<file path="src/rtl/vga_value_display.sv">
// rtl/vga_value_display.sv - VGA text overlay showing NUM_CH data channels as binary/hex digit rows
// Optional feature macro: VGA_CHANGE_HL_EN (per-channel change highlighting)
`ifndef log2NUM_COLS
`define log2NUM_COLS 10
`endif
`ifndef log2NUM_ROWS
`define log2NUM_ROWS 10
`endif

module vga_value_display #(
  parameter int NUM_CH      = 4,
  parameter int DATA_W      = 8,
  parameter int ROW0        = 2,
  parameter int TEXT_X      = 128,
  parameter int HOLD_FRAMES = 60
) (
  input  logic                       clk,
  input  logic                       reset_n,
  input  logic [NUM_CH*DATA_W-1:0]   ch_data,
  input  logic                       hex_mode,
  input  logic [`log2NUM_COLS-1:0]   XPos,
  input  logic [`log2NUM_ROWS-1:0]   YPos,
  input  logic                       Valid,
  output logic [5:0]                 vga_rgb
);

  localparam int XW  = `log2NUM_COLS;
  localparam int YW  = `log2NUM_ROWS;
  localparam int NIB = (DATA_W + 3) / 4;

  localparam logic [5:0] COL_LABEL = 6'b001100;
  localparam logic [5:0] COL_DIGIT = 6'b111111;
  localparam logic [5:0] COL_HL    = 6'b111100;

  // Subset of the 6-bit-coded character ROM: only the glyphs this overlay can emit.
  function automatic logic [7:0] glyph_row(input logic [5:0] code, input logic [2:0] line);
    logic [63:0] g;
    case (code)
      6'd1:    g = 64'h183C667E66666600;  // A
      6'd2:    g = 64'h7C66667C66667C00;  // B
      6'd3:    g = 64'h3C66606060663C00;  // C
      6'd4:    g = 64'h786C6666666C7800;  // D
      6'd5:    g = 64'h7E60607860607E00;  // E
      6'd6:    g = 64'h7E60607860606000;  // F
      6'd8:    g = 64'h6666667E66666600;  // H
      6'd48:   g = 64'h3C666E7666663C00;  // 0
      6'd49:   g = 64'h1818381818187E00;  // 1
      6'd50:   g = 64'h3C66060C30607E00;  // 2
      6'd51:   g = 64'h3C66061C06663C00;  // 3
      6'd52:   g = 64'h060E1E667F060600;  // 4
      6'd53:   g = 64'h7E607C0606663C00;  // 5
      6'd54:   g = 64'h3C66607C66663C00;  // 6
      6'd55:   g = 64'h7E660C1818181800;  // 7
      6'd56:   g = 64'h3C66663C66663C00;  // 8
      6'd57:   g = 64'h3C66663E06663C00;  // 9
      default: g = 64'h0;                 // space and everything unused
    endcase
    return 8'(g >> (8 * (7 - int'(line))));
  endfunction

  // Frame-start detection and frame-synchronous shadow state
  logic                at_origin;
  logic                at_origin_q;
  logic                fs;
  logic                mode_q;
  logic [DATA_W-1:0]   shadow [NUM_CH];
  logic [NUM_CH-1:0]   hl;

  assign at_origin = Valid && (XPos == '0) && (YPos == '0);
  assign fs        = at_origin && !at_origin_q;

  // Remember whether the previous cycle sat on the origin so a stalled raster gives one fs
  always_ff @(posedge clk or negedge reset_n) begin
    if (!reset_n) at_origin_q <= 1'b0;
    else          at_origin_q <= at_origin;
  end

  // Capture channel data and display mode once per frame so a frame never mixes values
  always_ff @(posedge clk or negedge reset_n) begin
    if (!reset_n) begin
      mode_q <= 1'b0;
      for (int i = 0; i < NUM_CH; i++) shadow[i] <= '0;
    end else if (fs) begin
      mode_q <= hex_mode;
      for (int i = 0; i < NUM_CH; i++) shadow[i] <= ch_data[i*DATA_W +: DATA_W];
    end
  end

`ifdef VGA_CHANGE_HL_EN
  logic [7:0] hl_cnt [NUM_CH];

  // Per-channel hold counter: reload on a changed capture, otherwise count frames down to zero
  always_ff @(posedge clk or negedge reset_n) begin
    if (!reset_n) begin
      for (int i = 0; i < NUM_CH; i++) hl_cnt[i] <= '0;
    end else if (fs) begin
      for (int i = 0; i < NUM_CH; i++) begin
        if (ch_data[i*DATA_W +: DATA_W] != shadow[i]) hl_cnt[i] <= 8'(HOLD_FRAMES);
        else if (hl_cnt[i] != '0)                     hl_cnt[i] <= hl_cnt[i] - 8'd1;
      end
    end
  end

  // A channel is highlighted while its counter is running
  always_comb begin
    hl = '0;
    for (int i = 0; i < NUM_CH; i++) hl[i] = (hl_cnt[i] != '0);
  end
`else
  logic unused_hold;
  assign unused_hold = ^8'(HOLD_FRAMES);
  assign hl          = '0;
`endif

  // Stage 0: map the raster position to a character code and cell colour
  logic [XW-6:0]       cell_x;
  int                  col;
  int                  row;
  int                  ch;
  logic                hit;
  logic                sel_hl;
  logic [DATA_W-1:0]   sel_data;
  logic [NIB*4-1:0]    pad;
  logic [3:0]          nib;
  logic                bit_val;
  logic [5:0]          char_code;
  logic [5:0]          colour;

  assign cell_x = (XW-5)'((XPos - XW'(TEXT_X)) >> 5);

  // Layout decode: label cells, then binary bits or hex nibbles MSB first, else space
  always_comb begin
    col       = int'(cell_x);
    row       = int'(YPos[YW-1:5]);
    hit       = 1'b0;
    ch        = 0;
    sel_data  = '0;
    sel_hl    = 1'b0;
    for (int i = 0; i < NUM_CH; i++) begin
      if (row == ROW0 + 2*i) begin
        hit      = 1'b1;
        ch       = i;
        sel_data = shadow[i];
        sel_hl   = hl[i];
      end
    end
    pad              = '0;
    pad[DATA_W-1:0]  = sel_data;
    nib              = 4'(pad >> (4 * (NIB - 1 - (col - 4))));
    bit_val          = |(sel_data & (DATA_W'(1) << (DATA_W - 1 - (col - 4))));
    char_code        = 6'd32;
    colour           = '0;
    if (hit) begin
      if (col == 0) begin
        char_code = 6'd3;
        colour    = COL_LABEL;
      end else if (col == 1) begin
        char_code = 6'd8;
        colour    = COL_LABEL;
      end else if (col == 2) begin
        char_code = 6'(48 + ch);
        colour    = COL_LABEL;
      end else if (!mode_q && col >= 4 && col < 4 + DATA_W) begin
        char_code = {5'b11000, bit_val};
        colour    = sel_hl ? COL_HL : COL_DIGIT;
      end else if (mode_q && col >= 4 && col < 4 + NIB) begin
        char_code = (nib < 4'd10) ? 6'd48 + {2'b00, nib} : {2'b00, nib} - 6'd9;
        colour    = sel_hl ? COL_HL : COL_DIGIT;
      end
    end
  end

  // Two-stage pixel pipeline: stage 1 holds the ROM address, stage 2 the fetched glyph row
  logic [8:0] s1_addr;
  logic [5:0] s1_colour;
  logic [2:0] s1_xb;
  logic       s1_valid;
  logic [7:0] s2_data;
  logic [5:0] s2_colour;
  logic [2:0] s2_bit;
  logic       s2_valid;

  // Pipeline registers, cleared on reset so no stale glyph bits escape
  always_ff @(posedge clk or negedge reset_n) begin
    if (!reset_n) begin
      s1_addr   <= '0;
      s1_colour <= '0;
      s1_xb     <= '0;
      s1_valid  <= 1'b0;
      s2_data   <= '0;
      s2_colour <= '0;
      s2_bit    <= '0;
      s2_valid  <= 1'b0;
    end else begin
      s1_addr   <= {char_code, YPos[4:2]};
      s1_colour <= colour;
      s1_xb     <= XPos[4:2];
      s1_valid  <= Valid;
      s2_data   <= glyph_row(s1_addr[8:3], s1_addr[2:0]);
      s2_colour <= s1_colour;
      s2_bit    <= 3'd7 - s1_xb;
      s2_valid  <= s1_valid;
    end
  end

  assign vga_rgb = (s2_valid && s2_data[s2_bit]) ? s2_colour : 6'b000000;

endmodule

</file>
<file path="config.mk">
export PLATFORM = sky130hd
export DESIGN_NAME = vga_value_display
export DESIGN_NICKNAME = d
export VERILOG_FILES = /design/src/rtl/vga_value_display.sv
export SDC_FILE = /design/constraint.sdc
export NUM_CORES = 1
export LEC_CHECK = 0
export CAP_MARGIN = 10
export CORE_ASPECT_RATIO = 0.9
export CORE_UTILIZATION = 45
export DETAILED_ROUTE_END_ITERATION = 10
export GPL_ROUTABILITY_DRIVEN = 0
export PLACE_DENSITY = 0.78
export SYNTH_ARGS = -nofsm -noshare
export SYNTH_HDL_FRONTEND = slang
export SYNTH_SLANG_ARGS = --single-unit
</file>
<file path="constraint.sdc">
create_clock -name clk -period 3.1 [get_ports clk]
set_input_delay 0.465 -clock clk [delete_from_list [all_inputs] [get_ports clk]]
set_output_delay 0.465 -clock clk [all_outputs]
set_load 0.005 [all_outputs]
</file>
== Yosys cells after proc, flatten, opt, wreduce, memory -nomap -nowiden ==
Memory sizes are Yosys's and may differ from the RTL's.
Cells that the tools add are included.
Widths: inputs -> output; s select.

* Flip-flop bits (word level): 71
* Bits in read-only memories: 2,752
* Input bits: 56
* Logic and storage cells: 80
* Memories kept: 1

* Add/subtract/negate cells: 9
* Order comparisons: 5
* Equal/unequal tests: 6
* Shift operators: 3
* Muxes and demuxes: 27
* Bitwise gates (word level): 1
* Reductions and logical operators: 14

{| class="wikitable"
|+ Memory list
! name !! words !! bits a word !! read ports !! clocked after Yosys merged registers in !! write ports !! RTL line !! source
|-
| (no name shown) || 64 || 43 || 1 || 0 || 0 || 38 || <nowiki>case (code)</nowiki>
|}

{| class="wikitable"
|+ Operators with widths
! kind !! count
|-
| $mux 6 || 15
|-
| $shr 64x32->8 || 1
|-
| $mux 8 || 4
|-
| $shl 1x32->8 const A || 1
|-
| $shr 8x32->4 || 1
|-
| $logic_not 10->1 || 2
|-
| $eq 5x3->1 const B || 2
|-
| $eq 5x4->1 const B || 2
|-
| $sub 10x8->10 const B || 1
|-
| $and 8x8->8 || 1
|-
| $logic_and 1x1->1 || 8
|-
| $reduce_or 8->1 || 1
|-
| $sub 2x6->7 const A || 1
|-
| $sub 4x6->7 const A || 1
|-
| $add 5x5->6 const A || 1
|-
| $add 5x6->6 const A || 1
|-
| $mux 1 || 6
|-
| $sub 5x3->6 const B || 1
|-
| $eq 5x2->1 const B || 1
|-
| $eq 5x5->1 const B || 1
|-
| $ge 5x3->1 const B || 1
|-
| $logic_not 5->1 || 1
|-
| $lt 5x3->1 const B || 1
|-
| $lt 5x4->1 const B || 1
|-
| 8 further kinds || 9
|}

== Logic depth before layout (Yosys ltp) ==
* Word-level depth: 14
* Depth in mapped cells: 12

== Worst setup path before layout ==
OpenSTA, ideal clock, no wires.

* Path type: input port to flip-flop
* Start point: in XPos[7]
* End point: reg s1_addr[3]
* Arrival time: 2.694 ns
* Data required time: 2.971 ns
* Setup slack: 0.277 ns
* Stages on the path: 11
* Buffers on the path: 0
* Cell sequence: inv_1 > ha_1 > xnor2_1 > ha_1 > ha_1 > and3b_1 > a22o_1 > and2_1 > a32o_1 > o21ai_0 > a31oi_1

* Word-level cells in the longest chain between the ends: 12
* Elaborated cells between the ends (all ways): 28
* Classes of those cells: 6 x add/sub; 4 x order compare; 2 x eq/ne; 2 x shift; 7 x mux; 1 x bitwise; 6 x reduce/logical

{| class="wikitable"
|+ RTL lines
! item !! RTL line !! source
|-
| from (decl) || 21 || <nowiki>input logic [`log2NUM_COLS-1:0] XPos,</nowiki>
|-
| $sub 10x8->10 (*) || 129 || <nowiki>assign cell_x = (XW-5)'((XPos - XW'(TEXT_X)) >> 5);</nowiki>
|-
| $sub 5x3->6 || 149, 150 ||
|-
| $sub 2x6->7 || 149 || <nowiki>nib = 4'(pad >> (4 * (NIB - 1 - (col - 4))));</nowiki>
|-
| $shr 8x32->4 || 149 ||
|-
| $add 5x5->6 (tied with other cells) || 167 || <nowiki>char_code = (nib < 4'd10) ? 6'd48 + {2'b00, nib} : {2'b00, nib} - 6'd9;</nowiki>
|-
| $mux 6 || 167 ||
|-
| $mux 6 || 166 || <nowiki>end else if (mode_q && col >= 4 && col < 4 + NIB) begin</nowiki>
|-
| $mux 6 || 163 || <nowiki>end else if (!mode_q && col >= 4 && col < 4 + DATA_W) begin</nowiki>
|-
| $mux 6 || 160 || <nowiki>end else if (col == 2) begin</nowiki>
|-
| $mux 6 || 157 || <nowiki>end else if (col == 1) begin</nowiki>
|-
| $mux 6 (*) || 154 || <nowiki>if (col == 0) begin</nowiki>
|-
| $mux 6 (*) || 153 || <nowiki>if (hit) begin</nowiki>
|-
| named net char_code[0] || 126 || <nowiki>logic [5:0] char_code;</nowiki>
|-
| to (signal assigned) || 195 || <nowiki>s1_addr <= {char_code, YPos[4:2]};</nowiki>
|-
| to (decl) || 174 || <nowiki>logic [8:0] s1_addr;</nowiki>
|}

The timed path passes the listed nets; every way through them passes the cells marked *.
A chain may end at the register's enable or synchronous reset.

== Final worst setup path ==
Same ends and word-level chain as after synthesis.

==> flow_metrics.tcl <==
set metrics [dict create \
    ys_seq_area_share_pct 35.9 \
    hp-class "primary input to async pin" \
    cp.arrival_ns 3.26 \
    synth_cells 470 \
    tightest_slew_ns 0.779 \
    ys.flop_type "dfrtp_1" \
    slowest_delay_ns 0.50 \
    cts.clk_slew.worst_paths_ns 0.07 \
    io_buffers 61 \
    coreArea_mm2 0.00921 \
    placed_area_mm2 0.00529 \
    fin_area_mm2 0.00549 \
    drive_above_1_share_pct 18.7 \
    clockBufferDepth 2 \
    cts_buffers 9 \
    cts.sinks 62 \
    synth_top_family_by_area "compound AO/OA/AOI/OAI gates" \
    syn_area_per_cell_um2 9.21 \
    insertion_delay_ns 0.35 \
    synth_seq_cells 62 \
    power.switching_mw 0.527 \
    grt_max_degree 63 \
    synthArstFlopShare_pct 100 \
    path_max_fanout 2 \
    drv_cap 0 \
    leakage_nw 2.39 \
    path_cells "clkdlybuf4s50_1, inv_1, ha_1, xnor2_2, ha_1, buf_4, nor2_1, and4_1, a41oi_1, nor2_2, nand2_2, or4b_1, a31oi_1" \
    drtPass1Iterations 5 \
    slew_violations 0 \
    n_antenna_cell 0 \
    grt_overflow 0 \
    clock.fmax_mhz 334 \
    crit_path_start_kind "primary input" \
    register_area_mm2 0.00155 \
    rsz0062_at_grt "no" \
    crit_path_top_delay_cell "or4b_1" \
    cp_top_family "simple AND/OR/NAND/NOR gates" \
    status "finished clean" \
    cp.required_ns 3.36 \
    fillers 757 \
    viasPerCell 6.33 \
    grt_pass1_wl_mm 20.3 \
    synth.area.mux_share_pct 11.2 \
    areaGrowthSynthToFinish_pct 27.0 \
    cts_max_level 3 \
    clock_power_share_pct 38.5 \
    swShare_pct 28.0 \
    synthXorXnorAreaFrac_pct 0.405 \
    totalPowerFinal_mw 1.88 \
    yosys.area.top_type "dfrtp_1" \
    drc 0 \
    irDropWorstVdd_mv 0.275 \
    antenna_found_initial 0 \
    finalCritPeriodShare_pct 96.6 \
    grt_pass1_vias 4151 \
    intPower_mw 1.36 \
    die_h_um 95.0 \
    dieWidth_um 105 \
    hpwl_mm 9.33 \
    synthSimpleGateAreaFrac_pct 19.2 \
    grt_use_total_pct 26.1 \
    synth_compound_area_share_pct 23.3 \
    power.density_mw_per_mm2 343 \
    num_vias 4322 \
    synth_top_area_share_pct 35.9 \
    power.share.combinational_pct 17.2 \
    ant_nets 0 \
    synth.area.top_cells "dfrtp_1 (36%), mux2_2 (6.5%), ha_1 (4.9%)" \
    hold_viol_final 0 \
    rows 33 \
    cpMostUsedCell "ha_1" \
    start_util_pct 47.0 \
    synth_fa_ha_area_share_pct 4.92 \
    crit_buf_inv 3 \
    multiInputGateArea_mm2 0.00257 \
    seqPwrFrac_pct 44.3 \
    fin_crit_ns 2.99 \
    clock-root-buffer "clkbuf_8" \
    synth-edff-count 0 \
    nNetsFinal 629 \
    setup_violations 0 \
    syn-cell-area_mm2 0.00433 \
    dieArea_mm2 0.0100 \
    ff2ff_setup_slack_ns 0.27 \
    drtIter0Drc 382 \
    ys_warn_count 0 \
    io_pins 62 \
    syn_nets 543 \
    path_class "primary input to register" \
    fin_setup_tns_ns 0 \
    end_kind "register" \
    wl_per_cell_um 18.2 \
    skew_ns 0.0117 \
    worst_hold_slack_ns 0.277 \
    slew_headroom_pct 48.1 \
    routed_wl_mm 12.5 \
    fin_util_pct 59.7 \
    post_cts_buffers 0 \
    yosysUniqueCellTypes 76 \
    cts_tree "yes" \
]
==> stage by stage <==
stage / setup WS (ns) / instances
floorplan: 0.277 / 470
global placement: -0.0406 / 667
detailed placement: -0.186 / 667
CTS: 0.145 / 683
global route: 0.0180 / 683
finish: 0.106 / 683
==> Yosys cell counts (all sizes together), types with 6 or more instances <==
| cell | count |
|---|---|
| mux2 | 32 |
| nor4 | 12 |
| nand2 | 37 |
| clkbuf | 15 |
| mux2i | 8 |
| ha | 17 |
| dfrtp | 62 |
| a31oi | 6 |
| nor3 | 14 |
| and2 | 6 |
| o21a | 6 |
| nor2 | 39 |
| buf | 14 |
| o211ai | 8 |
| o21ai | 26 |
| a21oi | 40 |
| nand3 | 11 |
| inv | 19 |
==> power groups by stage <==
| stage | Clock, mW | Combinational (mW) | Sequential [mW] |
|---|---|---|---|
| final | 0.725 | 0.324 | 0.834 |
| after global routing | 0.776 | 0.352 | 0.836 |
| after CTS | 0.740 | 0.318 | 0.834 |
| after detailed placement | 0 | 0.315 | 0.850 |
| after global placement | 0 | 0.305 | 0.850 |
| after floorplan | 0 | 0.148 | 0.844 |
==> flip-flops by register name (all words and copies together) (netlist names) <==
register     count
s1_colour        2
at_origin_q      1
s1_xb            3
s1_addr          9
s2_valid         1
s2_bit           3
s2_data          7
s1_valid         1
mode_q           1
s2_colour        2
shadow          32
==> worst paths after layout <==
check | from | to | cells past startpoint
max in group asynchronous | reset_n | shadow[15] | 2
min reg2reg | s1_valid | s2_valid | 0
max reg2reg | s1_addr[3] | s2_data[5] | 10
min | reset_n | s2_data[6] | 2
max | XPos[7] | s1_addr[3] | 13
min in group clk | s1_valid | s2_valid | 0
==> logic make-up (layout without fill, tap and decap cells) <==
kind of cell,count (synthesis),after routing
AOI/OAI and AO/OA,143,143
adders and majority gates,17,17
muxes,42,42
buffers and inverters,48,139
xor gates and xnor gates,2,2
DFF,62,62
and+or+nand+nor,156,156
==> worst reg2reg max path: cells and delay by family (launching register included) <==
kind / cells / cell delay, ns
AND/OR/NAND/NOR: 1 / 0.40
flip-flops: 1 / 0.40
AO/OA/AOI/OAI: 6 / 1.14
adder cells (fa/ha/maj): 1 / 0.37
buffers and inverters: 2 / 0.37
==> area by class of cell <==
class / instances / share of cell area, %
clock buffer: 9 / 2.25
clock inverter: 7 / 1.34
inverter: 19 / 1.30
multi-input combinational: 360 / 46.7
sequential: 62 / 28.2
tap: 122 / 2.78
timing repair buffer: 104 / 17.4
==> timing repair <==
action	in CTS	in global routing
gates resized for setup	0	2
hold buffers	0	0
endpoints found under the setup margin	0	1
==> cell usage in the layout, fill, tap and decap left out, drive strengths merged, types with 9 or more instances in the layout <==
| cell type | instances |
|---|---|
| dfrtp | 62 |
| clkdlybuf4s50 | 60 |
| buf | 44 |
| a21oi | 40 |
| nor2 | 39 |
| nand2 | 37 |
| mux2 | 32 |
| o21ai | 26 |
| inv | 20 |
| ha | 17 |
| nor3 | 14 |
| nor4 | 12 |
| nand3 | 11 |
| clkbuf | 9 |
==> routing by layer <==
| layer | GRT usage [%] | vias to the layer above | share of wire [%] |
|---|---|---|---|
| met3 | 5.88 | 36 | 8.9 |
| li1 | - | 1934 | - |
| met4 | 10.2 | 0 | 2.4 |
| met5 | 0 | - | 0 |
| met1 | 35.7 | 2093 | 43 |
| met2 | 40.4 | 259 | 45 |
(Power assumes the default switching activity.)
